`config.mk`:
```
export PLATFORM = sky130hd
export DESIGN_NAME = txregif_frame_tx
export DESIGN_NICKNAME = d
export VERILOG_FILES = /design/src/rtl/txregif_pkg.sv /design/src/rtl/txregif_csum.sv /design/src/rtl/txregif_frame_tx.sv
export SDC_FILE = /design/constraint.sdc
export NUM_CORES = 1
export LEC_CHECK = 0
export ABC_AREA = 0
export BUFFER_PORTS_ARGS = -buffer_cell sky130_fd_sc_hd__clkbuf_2
export CAP_MARGIN = 15
export CORE_MARGIN = 2
export CORE_UTILIZATION = 56
export CTS_BUF_LIST = sky130_fd_sc_hd__clkbuf_4 sky130_fd_sc_hd__clkbuf_8
export CTS_CLUSTER_DIAMETER = 50
export DETAILED_ROUTE_END_ITERATION = 6
export PLACE_DENSITY = 0.83
export SYNTH_ARGS = -nofsm -noshare
export SYNTH_HDL_FRONTEND = slang
export SYNTH_SLANG_ARGS = --single-unit
```
`constraint.sdc`:
```
create_clock -name clk -period 3.52 [get_ports clk]
set_input_delay 0.176 -clock clk [delete_from_list [all_inputs] [get_ports clk]]
set_output_delay 0.176 -clock clk [all_outputs]
set_load 0.01 [all_outputs]
```
`src/rtl/txregif_pkg.sv`:
```
// -----------------------------------------------------------------------------
// txregif_pkg
// Shared types and constants for the TX register-interface framer.
//   state_e      : framer FSM states (ST_CSUM exists only when TXREGIF_CSUM_EN
//                  is defined)
//   OPC_WR/OPC_RD: opcode byte that follows SOF in write / read-request frames
//   SOF_DEFAULT  : default start-of-frame header byte
// Configuration macro: TXREGIF_CSUM_EN
// -----------------------------------------------------------------------------
package txregif_pkg;

  localparam logic [7:0] OPC_WR      = 8'h01;
  localparam logic [7:0] OPC_RD      = 8'h02;
  localparam logic [7:0] SOF_DEFAULT = 8'hA5;

  typedef enum logic [2:0] {
    ST_IDLE,
    ST_HDR,
    ST_OPC,
    ST_ADDR,
    ST_DATA
`ifdef TXREGIF_CSUM_EN
    ,
    ST_CSUM
`endif
  } state_e;

endpackage

```
`src/rtl/txregif_csum.sv`:
```
// -----------------------------------------------------------------------------
// txregif_csum
// XOR accumulator for the optional trailing checksum byte.
//   clk, reset_ : clock, asynchronous active-low reset
//   clr         : clear the accumulator (command accepted); wins over upd
//   upd         : fold din into the accumulator (non-SOF byte written)
//   din         : byte being written to the FIFO
//   csum        : running XOR of all folded bytes
// Only instantiated when TXREGIF_CSUM_EN is defined.
// -----------------------------------------------------------------------------
module txregif_csum
  import txregif_pkg::*;
(
  input  logic       clk,
  input  logic       reset_,
  input  logic       clr,
  input  logic       upd,
  input  logic [7:0] din,
  output logic [7:0] csum
);

  logic [7:0] csum_q;
  logic [7:0] csum_d;

  always_comb begin
    csum_d = csum_q;
    if (clr) begin
      csum_d = 8'h00;
    end else if (upd) begin
      csum_d = csum_q ^ din;
    end
  end

  always_ff @(posedge clk or negedge reset_) begin
    if (!reset_) begin
      csum_q <= 8'h00;
    end else begin
      csum_q <= csum_d;
    end
  end

  assign csum = csum_q;

endmodule

```
`src/rtl/txregif_frame_tx.sv`:
```
// -----------------------------------------------------------------------------
// txregif_frame_tx
// Transmit-side framer of the AXIS register-interface bridge. Accepts one
// register command per valid/ready handshake and serializes it MSB-first into
// bytes for the bridge FIFO write port.
//   Write frame: SOF, OPC_WR, addr bytes, data bytes [, csum]
//   Read frame : SOF, OPC_RD, addr bytes [, csum]
// Ports:
//   clk, reset_          : clock, asynchronous active-low reset
//   cmd_valid/cmd_ready  : command handshake
//   cmd_wr               : 1 = write frame, 0 = read-request frame
//   cmd_addr, cmd_wdata  : register address / write data (latched on accept)
//   fifo_wren            : byte write strobe (busy && !fifo_wrfull)
//   fifo_datain          : current byte, stable while the FIFO is full
//   fifo_wrfull          : FIFO full, blocks the write
//   busy                 : frame in progress
//   frame_cnt            : completed frames, wraps
// Configuration macro: TXREGIF_CSUM_EN appends an XOR checksum of every
// non-SOF byte as the last frame byte.
// -----------------------------------------------------------------------------
module txregif_frame_tx
  import txregif_pkg::*;
#(
  parameter int         ADDR_BYTES = 2,
  parameter int         DATA_BYTES = 4,
  parameter logic [7:0] SOF        = SOF_DEFAULT,
  parameter int         CNT_W      = 16
) (
  input  logic                    clk,
  input  logic                    reset_,
  input  logic                    cmd_valid,
  output logic                    cmd_ready,
  input  logic                    cmd_wr,
  input  logic [8*ADDR_BYTES-1:0] cmd_addr,
  input  logic [8*DATA_BYTES-1:0] cmd_wdata,
  output logic                    fifo_wren,
  output logic [7:0]              fifo_datain,
  input  logic                    fifo_wrfull,
  output logic                    busy,
  output logic [CNT_W-1:0]        frame_cnt
);

  localparam int MAX_BYTES = (ADDR_BYTES > DATA_BYTES) ? ADDR_BYTES : DATA_BYTES;
  localparam int IDX_W     = (MAX_BYTES > 1) ? $clog2(MAX_BYTES) : 1;

  state_e                  state_q, state_d;
  logic [IDX_W-1:0]        idx_q, idx_d;
  logic                    cmd_wr_q, cmd_wr_d;
  logic [8*ADDR_BYTES-1:0] cmd_addr_q, cmd_addr_d;
  logic [8*DATA_BYTES-1:0] cmd_wdata_q, cmd_wdata_d;
  logic [CNT_W-1:0]        frame_cnt_q, frame_cnt_d;

  logic accept;
  logic last_byte;
  logic [7:0] csum_byte;

`ifdef TXREGIF_CSUM_EN
  logic csum_upd;

  // SOF is excluded from the checksum, and the checksum byte itself is never
  // folded back in.
  assign csum_upd = fifo_wren &&
                    ((state_q == ST_OPC) || (state_q == ST_ADDR) || (state_q == ST_DATA));

  txregif_csum u_csum (
    .clk    (clk),
    .reset_ (reset_),
    .clr    (accept),
    .upd    (csum_upd),
    .din    (fifo_datain),
    .csum   (csum_byte)
  );
`else
  assign csum_byte = 8'h00;
`endif

  // The last byte of a frame is the one whose write lets the FSM leave the
  // frame; cmd_ready opens in that very cycle for zero-gap back-to-back frames.
  always_comb begin
`ifdef TXREGIF_CSUM_EN
    last_byte = (state_q == ST_CSUM);
`else
    last_byte = ((state_q == ST_ADDR) && (idx_q == '0) && !cmd_wr_q) ||
                ((state_q == ST_DATA) && (idx_q == '0));
`endif
  end

  assign busy      = (state_q != ST_IDLE);
  assign fifo_wren = busy && !fifo_wrfull;
  assign cmd_ready = (state_q == ST_IDLE) || (fifo_wren && last_byte);
  assign accept    = cmd_valid && cmd_ready;
  assign frame_cnt = frame_cnt_q;

  // Byte mux: purely a function of registered state, so it cannot move while
  // the FIFO is full.
  always_comb begin
    fifo_datain = 8'h00;
    unique case (state_q)
      ST_HDR:  fifo_datain = SOF;
      ST_OPC:  fifo_datain = cmd_wr_q ? OPC_WR : OPC_RD;
      ST_ADDR: fifo_datain = cmd_addr_q[8*int'(idx_q) +: 8];
      ST_DATA: fifo_datain = cmd_wdata_q[8*int'(idx_q) +: 8];
`ifdef TXREGIF_CSUM_EN
      ST_CSUM: fifo_datain = csum_byte;
`endif
      default: fifo_datain = 8'h00;
    endcase
  end

  // NOTE: every signal is given its hold value before the case statement so no
  // path through this block leaves a variable unassigned (which would infer a latch).
  always_comb begin
    state_d     = state_q;
    idx_d       = idx_q;
    cmd_wr_d    = cmd_wr_q;
    cmd_addr_d  = cmd_addr_q;
    cmd_wdata_d = cmd_wdata_q;
    frame_cnt_d = frame_cnt_q;

    if (fifo_wren) begin
      unique case (state_q)
        ST_HDR: state_d = ST_OPC;
        ST_OPC: begin
          state_d = ST_ADDR;
          idx_d   = IDX_W'(ADDR_BYTES - 1);
        end
        ST_ADDR: begin
          if (idx_q != '0) begin
            idx_d = idx_q - 1'b1;
          end else if (cmd_wr_q) begin
            state_d = ST_DATA;
            idx_d   = IDX_W'(DATA_BYTES - 1);
          end else begin
`ifdef TXREGIF_CSUM_EN
            state_d = ST_CSUM;
`else
            state_d = ST_IDLE;
`endif
          end
        end
        ST_DATA: begin
          if (idx_q != '0) begin
            idx_d = idx_q - 1'b1;
          end else begin
`ifdef TXREGIF_CSUM_EN
            state_d = ST_CSUM;
`else
            state_d = ST_IDLE;
`endif
          end
        end
`ifdef TXREGIF_CSUM_EN
        ST_CSUM: state_d = ST_IDLE;
`endif
        default: state_d = state_q;
      endcase
    end

    if (fifo_wren && last_byte) begin
      frame_cnt_d = frame_cnt_q + CNT_W'(1);
    end

    // A command accepted on the last byte overrides the return to IDLE.
    if (accept) begin
      state_d     = ST_HDR;
      cmd_wr_d    = cmd_wr;
      cmd_addr_d  = cmd_addr;
      cmd_wdata_d = cmd_wdata;
    end
  end

  // NOTE: state registers use non-blocking assignments so every flop samples
  // the pre-edge value of every other flop, independent of statement order.
  always_ff @(posedge clk or negedge reset_) begin
    if (!reset_) begin
      state_q     <= ST_IDLE;
      idx_q       <= '0;
      cmd_wr_q    <= 1'b0;
      cmd_addr_q  <= '0;
      cmd_wdata_q <= '0;
      frame_cnt_q <= '0;
    end else begin
      state_q     <= state_d;
      idx_q       <= idx_d;
      cmd_wr_q    <= cmd_wr_d;
      cmd_addr_q  <= cmd_addr_d;
      cmd_wdata_q <= cmd_wdata_d;
      frame_cnt_q <= frame_cnt_d;
    end
  end

endmodule
```
# Yosys cells after proc, flatten, opt, wreduce, memory -nomap -nowiden
# Cells that the tools add are included.
totals:
  register_bits: 70
  out_inout_bits: 27
  word_cells: 49
classes:
  add_sub_neg: 2
  n_eq_ne: 8
  n_shift: 2
  mux: 12
  n_reduce_logical: 19
op_table:
  columns: ["op", "count"]
  rows:
  - ["$pmux 8 s4", 1]
  - ["$shiftx 32x6->8", 1]
  - ["$add 16x1->16 const B", 1]
  - ["$shiftx 16x6->8", 1]
  - ["$mux 3", 5]
  - ["$pmux 3 s4", 1]
  - ["$mux 2", 4]
  - ["$reduce_and 4->1", 2]
  - ["$eq 3x2->1 const B", 2]
  - ["$logic_and 1x1->1", 6]
  - ["$ne 3x3->1 const B", 2]
  - ["$pmux 2 s3", 1]
  - ["$reduce_bool 3->1", 2]
  - ["$reduce_bool 5->1", 1]
  - ["$reduce_bool 2->1", 2]
  - ["$eq 3x1->1 const B", 1]
  - ["$eq 3x3->1 const B", 1]
  - ["$logic_not 3->1", 1]
  - ["$ne 3x2->1 const B", 1]
  - ["$logic_not 1->1", 2]
  - ["$logic_not 2->1", 1]
  - ["$logic_or 1x1->1", 2]
  - ["$ne 2x1->1 const B", 1]
  - ["$sub 2x1->2 const B", 1]

# Logic depth before layout (Yosys ltp)
# Gate-level depths: netlist (run 1).
logic_depth:
  word_depth: 9
  ltp_mapped: 10
  ltp_nobuf: 6

# Least setup slack after synthesis (run 1)
# No wires, ideal clock.
synth_path:
  path_type: "flip-flop to flip-flop"
  from: "reg idx_q[0]"
  to: "reg idx_q[0]"
  t_arrival_ps: 2511
  required_time_ps: 3395
  path_slack_ps: 884
  path_stages_with_launch: 8
  n_path_buf: 2
  period_less_slack_ps: 2636
  cell_sequence: "dfrtp_1 -> clkbuf_1 -> clkbuf_1 -> inv_1 -> ha_1 -> or4b_2 -> a21oi_1 -> mux2_2"
synth_between:
  elab_chain_len: 3
  word_cells_on_any_way: 8
  cone_classes: "add/sub (1); eq/ne (2); mux (3); reduce/logical (2)"
synth_lines:
  columns: ["element", "line_no", "text"]
  rows:
  - ["from (decl)", "txregif_frame_tx.sv:47", "logic [IDX_W-1:0] idx_q, idx_d;"]
  - ["from (signal assigned)", "txregif_frame_tx.sv:184", "idx_q <= idx_d;"]
  - ["$sub 2x1->2 or $reduce_bool 2->1 (tied branches)", null, null]
  - ["$mux 2, or another cell as far along", "txregif_frame_tx.sv:142", "if (idx_q != '0) begin"]
  - ["$pmux 2 s3 or $reduce_and 4->1 (tied branches)", null, null]
# Several ways; a longest one is shown, not always the timed one. The select of a mux whose other input is x is not followed.
# A chain may end at the register's enable or synchronous reset.

# Worst setup path in the final report (run 1)
layout_path:
  from: "reg state_q[2]"
  to: "out fifo_datain[2]"
layout_between:
  elab_chain_len: 2
  word_cells_on_any_way: 5
  cone_classes: "eq/ne (4); mux (1)"
layout_lines:
  columns: ["element", "line_no", "text"]
  rows:
  - ["from (decl)", "txregif_frame_tx.sv:46", "state_e state_q, state_d;"]
  - ["from (signal assigned)", "txregif_frame_tx.sv:183", "state_q <= state_d;"]
  - ["$eq 3x3->1, or another cell as far along", "txregif_frame_tx.sv:98", "unique case (state_q)"]
  - ["$pmux 8 s4 *", "txregif_frame_tx.sv:98", null]
  - ["to (decl)", "txregif_frame_tx.sv:37", "output logic [7:0] fifo_datain,"]
# Every way passes the cells marked *; elsewhere a longest branch is shown, timed or not.

==> results of run 1 <==
==> final cells by class <==
type                       count  area (µm²)
fill                         459        1930
sequential                    70        1750
multi-input combinational    172        1510
timing repair buffer          83         440
clock buffer                  13         173
tap                           75        93.8
inverter                       4        15.0
clock inverter                 1        5.00
==> routing by layer <==
layer	GRT usage (%)	vias up
met3	4.73	11
met1	31.1	1132
met5	0	-
met2	33.6	74
li1	-	1103
met4	12.2	0
==> cell usage after synthesis (all sizes together) (2+ instances only) <==
cell type   n  area share (%)
o21ai      10             1.5
buf        11             3.3
mux2i       5             1.5
nand3b      2            0.44
o22a        3            0.77
and3        2            0.37
mux2       56              18
nand3       6            0.88
dfrtp      70              51
inv         4            0.44
clkbuf      6            0.66
nor2       12             1.3
nor3b       2            0.44
nand2b      2            0.37
a21oi       7             1.0
xnor2       8             2.1
nor2b       3            0.55
nand2      16             1.8
mux4        8             5.3
ha          2            0.73
nand4       5            0.92
xor2        7             1.8
==> through the flow <==
step	total power [mW]	setup slack, ns	hold slack [ns]
3_3_place_gp	2.16	1.00	0.348
6_report	2.78	0.703	0.0447
5_1_grt	2.97	0.510	0.0590
3_5_place_dp	2.21	0.923	0.358
4_1_cts	2.81	0.692	0.0326
2_1_floorplan	1.97	0.884	-0.120
==> power groups by stage <==
stage               sequential [mW]  combinational (mW)  clock [mW]
CTS                            1.33               0.880       0.600
global route                   1.37               0.962       0.635
finish                         1.33               0.869       0.585
floorplan                      1.24               0.727           0
detailed placement             1.34               0.874           0
global placement               1.32               0.835           0
==> critical path: cells and delay by family (launching register included) <==
kind	cells	cell delay, ns
AOI/OAI and AO/OA	1	0.09
buffers and inverters	1	0.16
DFF	1	0.63
muxes	1	0.62
and+or+nand+nor	2	0.80
==> state kept, by name (all words and copies together) (netlist names) <==
name,flops
cmd_addr_q,16
cmd_wdata_q,32
cmd_wr_q,1
frame_cnt,16
idx_q,2
state_q,3
==> layout by cell type (no fill, tap or decap), types with 2 or more instances in the layout <==
| cell type | instances |
|---|---|
| nand4_1 | 5 |
| nand3_1 | 6 |
| nand3b_1 | 2 |
| clkbuf_8 | 12 |
| nor2b_1 | 3 |
| a21oi_1 | 7 |
| o21ai_0 | 8 |
| nor3b_1 | 2 |
| xor2_1 | 7 |
| buf_4 | 2 |
| nand2_1 | 16 |
| o22a_1 | 3 |
| mux4_2 | 8 |
| mux2_2 | 53 |
| nor2_1 | 12 |
| inv_1 | 4 |
| xnor2_1 | 8 |
| mux2_1 | 3 |
| dfrtp_1 | 70 |
| o21ai_1 | 2 |
| mux2i_1 | 5 |
| and3_1 | 2 |
| ha_1 | 2 |
| nand2b_1 | 2 |
| clkbuf_2 | 78 |
==> how the worst max path moves through the flow <==
stage | start | cells after the start | to | slack [ns]
floorplan | idx_q[0] | 7 | idx_q[0] | 0.88
global placement | idx_q[1] | 6 | cmd_addr_q[15] | 1.00
detailed placement | idx_q[1] | 6 | cmd_wdata_q[25] | 0.92
CTS | state_q[2] | 5 | fifo_datain[2] | 0.69
global route | state_q[1] | 5 | fifo_datain[2] | 0.51
finish | state_q[2] | 5 | fifo_datain[2] | 0.70
==> logic make-up (layout without fill, tap and decap cells) <==
kind of cell | Yosys count | count (layout) | synth area share (%)
xor gates and xnor gates | 15 | 15 | 3.85
and+or+nand+nor | 56 | 56 | 8.58
DFF | 70 | 70 | 51.4
adders and majority gates | 2 | 2 | 0.734
muxes | 69 | 69 | 25.2
AOI/OAI and AO/OA | 30 | 30 | 5.83
buffers and inverters | 21 | 101 | 4.40
==> results.md, run 1 <==
* Status: complete, no violations
* Fin area at 0.00399 mm²
* Port bufs at 79
* Die H at 82.0 µm
* Setup TNS at 0 ns
* Wire per inst at 16.2 µm
* Number of synthesized register bits at 70
* Part of the cycle the worst path needs at 80.0%
* Critical Path Sink Type: output pin
* Worst reg2reg path depth at 7
* Max Root-Sink Buffers at 2
* Pwr dens at 698 mW/mm²
* CTS sink count at 70
* FMAX at 355 MHz
* First-pass GRT wire length at 11,000 µm
* Max stage delay on crit path at 0.71 ns
* Worst vdd ir at 0.442 mV
* Inserted Diodes at 0
* Number of antenna violations at the first check in global routing at 0
* CTS tree: yes
* GR Overflow Total at 0
* Final Hold Viols at 0
* Synth-to-layout area growth at 16.9%
* Layout Cells excl Fill at 418
* Worst r2r dst: cmd_wdata_q[14]
* Overall routing resource usage at 22.6%
* CP max FO at 19
* Placed Instances at 402
* Max-slew headroom at 39.3%
* Core box area at 0.00592 mm²
* R2R setup slack at 1.22 ns
* Placer Congestion at 0.831
* Vias at 2,320
* Hold Crit Endpoint: cmd_addr_q[11]
* Final Skew at 0.00529 ns
* Post-layout net count at 395
* Slowest-stage cell, CP: or3b_1
* Main synth FF type: dfrtp_1
* Die X at 82.0 µm
* CP arrival at 2.64 ns
* Max H-tree Level at 3
* Clock transition at the registers of the reported paths at 0.07 ns
* Combinational power share at 31.2%
* Leak Pwr at 1.94 nW
* Number of remaining DRC errors at 0
* Count of flip-flops with a built-in enable after synthesis at 0
* Synthesized area per cell at 13.0 µm²
* Syn Inst Count at 263
* # rows at 28
* Post-CTS Setup Bufs at 0
* Share of layout cells above drive strength 1 at 46.6%
* Clk_lat worst skew at 0.34 ns
* # IOs at 80
* Initial DRC count at 150
* Async SR Flop Fraction at 100%
* Initial Util at 57.6%
* Antenna Nets Post-Route at 0
* Sw Ratio at 30.1%
* PostCTS Resize Cnt at 0
* WHS Path Cells at 2
* DR top layer: met4
* RSZ-0062 raised after global routing: false
* Root buf cell: clkbuf_8
* Slew @ Worst Pin at 0.911 ns
* Worst Hold Class: primary input to flip-flop
* CTS Buf Count at 9
* Routed vias/inst at 5.55
* Clock share of power at 21.0%
* Yosys cell types at 42
* Critical setup path kind: flip-flop to output pin
* Int Power at 1.94 mW
* Final min period at 2.82 ns
* Wire length on met1 at 2970 µm
* Metal2 WL at 3200 µm
* Met3 wire length at 405 µm
* Final slew viol count at 0
* Max-cap violations at 0
* CTS Hold Bufs at 1
* Min-delay src: cmd_addr[11]
* Net switching power at 0.839 mW
* Total Wirelength at 6750 µm
* CP startpoint kind: flip-flop
* Finish-stage setup viols at 0
* WP data required at 3.34 ns
* Reg2reg start: idx_q[1]
* Mapped Nets at 318
* Worst path cell trace: or3b_1 -> mux4_2 -> nand2_1 -> o21ai_0 -> clkbuf_2
* Sequential-to-total area share from yosys stat at 51.4%
* Vias in the first global route at 2,318
* Post-DP Area at 0.00378 mm²
* Die Area at 0.00673 mm²
* DR pass1 iterations at 4
* Largest net degree at the start of global routing at 51
* YS warnings at 0
* Post-synthesis instance area at 0.00341 mm²
* Sequential Power Share at 47.8%
* Dpl hpwl at 4790 µm
* Final Util at 67.4%
Note: power is estimated with default switching activity, not from simulation.
==> run 2: changes to the inputs <==
Clock period 3.52 ns to 2.9 ns, I/O delays scaled along.
==> results.md, run 2 (same netlist as run 1, synthesis figures left out) <==
* Reg2reg start: idx_q[1]
* Max-cap violations at 0
* RSZ-0062 raised after global routing: false
* Total Wirelength at 6790 µm
* Die H at 82.0 µm
* Share of layout cells above drive strength 1 at 47.9%
* Number of remaining DRC errors at 0
* Antenna Nets Post-Route at 0
* DR pass1 iterations at 4
* Register area at 0.00175 mm²
* CTS sink count at 70
* Clk_lat worst skew at 0.35 ns
* GR Overflow Total at 0
* Min-delay src: cmd_addr[11]
* Final Hold Viols at 0
* Synth-to-layout area growth at 18.0%
* CP arrival at 2.52 ns
* Most frequent cells in the layout: clkbuf_2, dfrtp_1, mux2_2, nand2_1, nor2_1
* CTS Buf Count at 9
* Biggest register: cmd_wdata_q
* Overall routing resource usage at 22.6%
* Fillers at 441
* Fin area at 0.00403 mm²
* Post-CTS Setup Bufs at 0
* Part of the cycle the worst path needs at 91.8%
* Final min period at 2.66 ns
* Vias at 2,304
* Leak Pwr at 1.96 nW
* Wire per inst at 16.0 µm
* Routed vias/inst at 5.43
* Pwr dens at 845 mW/mm²
* CTS tree: yes
* Net switching power at 1.05 mW
* FMAX at 375 MHz
* Slew @ Worst Pin at 0.596 ns
* Largest net degree at the start of global routing at 51
* Multi-input logic area at 0.00151 mm²
* Dpl hpwl at 4950 µm
* Post-DP Area at 0.00381 mm²
* Setup TNS at 0 ns
* Most common cell after layout, fill and taps aside: clkbuf_2
* Root buf cell: clkbuf_8
* Vias in the first global route at 2,373
* Inserted Diodes at 0
* Hold Crit Endpoint: cmd_addr_q[11]
* Placer Congestion at 0.825
* Sequential Power Share at 47.0%
* Die Area at 0.00673 mm²
* Finish-stage setup viols at 0
* WP data required at 2.76 ns
* First-pass GRT wire length at 11,100 µm
* Final slew viol count at 0
* Port bufs at 79
* Core box area at 0.00592 mm²
* Combinational power share at 31.9%
* Clock share of power at 21.1%
* Int Power at 2.35 mW
* WHS Path Cells at 2
* Max Root-Sink Buffers at 2
* Worst Hold Class: primary input to flip-flop
* CP max FO at 17
* CP startpoint kind: flip-flop
* R2R setup slack at 0.61 ns
* Worst vdd ir at 0.590 mV
* Max H-tree Level at 3
* Worst reg2reg path depth at 7
* Post-layout net count at 399
* Sw Ratio at 30.9%
* Initial DRC count at 97
* Max-slew headroom at 60.3%
* Number of antenna violations at the first check in global routing at 0
* Die X at 82.0 µm
* # rows at 28
* Worst r2r dst: cmd_wdata_q[14]
* Largest register FFs at 32
* Critical setup path kind: flip-flop to output pin
* Status: complete, no violations
* Clock transition at the registers of the reported paths at 0.07 ns
* # IOs at 80
* Final Skew at 0.00777 ns
* Initial Util at 57.6%
* Critical Path Sink Type: output pin
[run 2: power groups by stage]
stage / Sequential [mW] / Combinational, mW / Clock, mW
after floorplan: 1.51 / 0.883 / 0
after global placement: 1.59 / 1.05 / 0
after detailed placement: 1.62 / 1.09 / 0
after CTS: 1.60 / 1.10 / 0.741
after global routing: 1.65 / 1.19 / 0.784
final: 1.60 / 1.08 / 0.719
[run 2: layout make-up]
type                       count  share of cell area (%)
inverter                       4                   0.373
multi-input combinational    172                    37.5
sequential                    70                    43.5
clock buffer                  11                    3.76
tap                           75                    2.33
timing repair buffer          87                    11.7
clock inverter                 5                   0.839
[run 2: how the worst max path moves through the flow]
stage | end | cells after the start | startpoint | slack [ns]
after floorplan | idx_q[0] | 7 | idx_q[0] | 0.26
after global placement | cmd_addr_q[13] | 6 | idx_q[1] | 0.39
after detailed placement | cmd_addr_q[12] | 6 | idx_q[1] | 0.28
after CTS | fifo_datain[2] | 5 | state_q[0] | 0.15
after global routing | fifo_datain[2] | 5 | state_q[0] | 0.09
final | fifo_datain[2] | 5 | state_q[0] | 0.24
[run 2: stage by stage]
| stage | hold WS, ns | setup slack [ns] | power (mW) | std cells | utilization (%) |
|---|---|---|---|---|---|
| 2_1_floorplan | -0.151 | 0.264 | 2.39 | 263 | - |
| 4_1_cts | 0.00390 | 0.147 | 3.43 | 423 | 67.6 |
| 3_3_place_gp | 0.171 | 0.390 | 2.64 | 406 | 64.3 |
| 3_5_place_dp | 0.178 | 0.277 | 2.71 | 406 | 64.3 |
| 6_report | 0.0129 | 0.236 | 3.40 | 424 | 68.0 |
| 5_1_grt | 0.0119 | 0.0877 | 3.62 | 424 | 68.0 |
[run 2: critical path: stages (launching register included)]
cell and delay, ns:
dfrtp_1 0.53, or3b_2 0.75, mux4_2 0.57, nand2_1 0.09, o21ai_0 0.09, clkbuf_2 0.14
[run 2: layer usage]
| metal | track usage, % | vias up | share of wire (%) |
|---|---|---|---|
| met2 | 34.8 | 72 | 49 |
| met5 | 0 | - | 0 |
| met4 | 9.67 | 0 | 2.5 |
| met1 | 29.6 | 1108 | 43 |
| met3 | 7.36 | 13 | 6.1 |
| li1 | - | 1111 | - |
[run 2: repair_timing]
item                       CTS  global route
resized for setup            0             1
setup endpoints to repair    0             1
hold endpoints to repair    21             0
hold buffers                 1             0
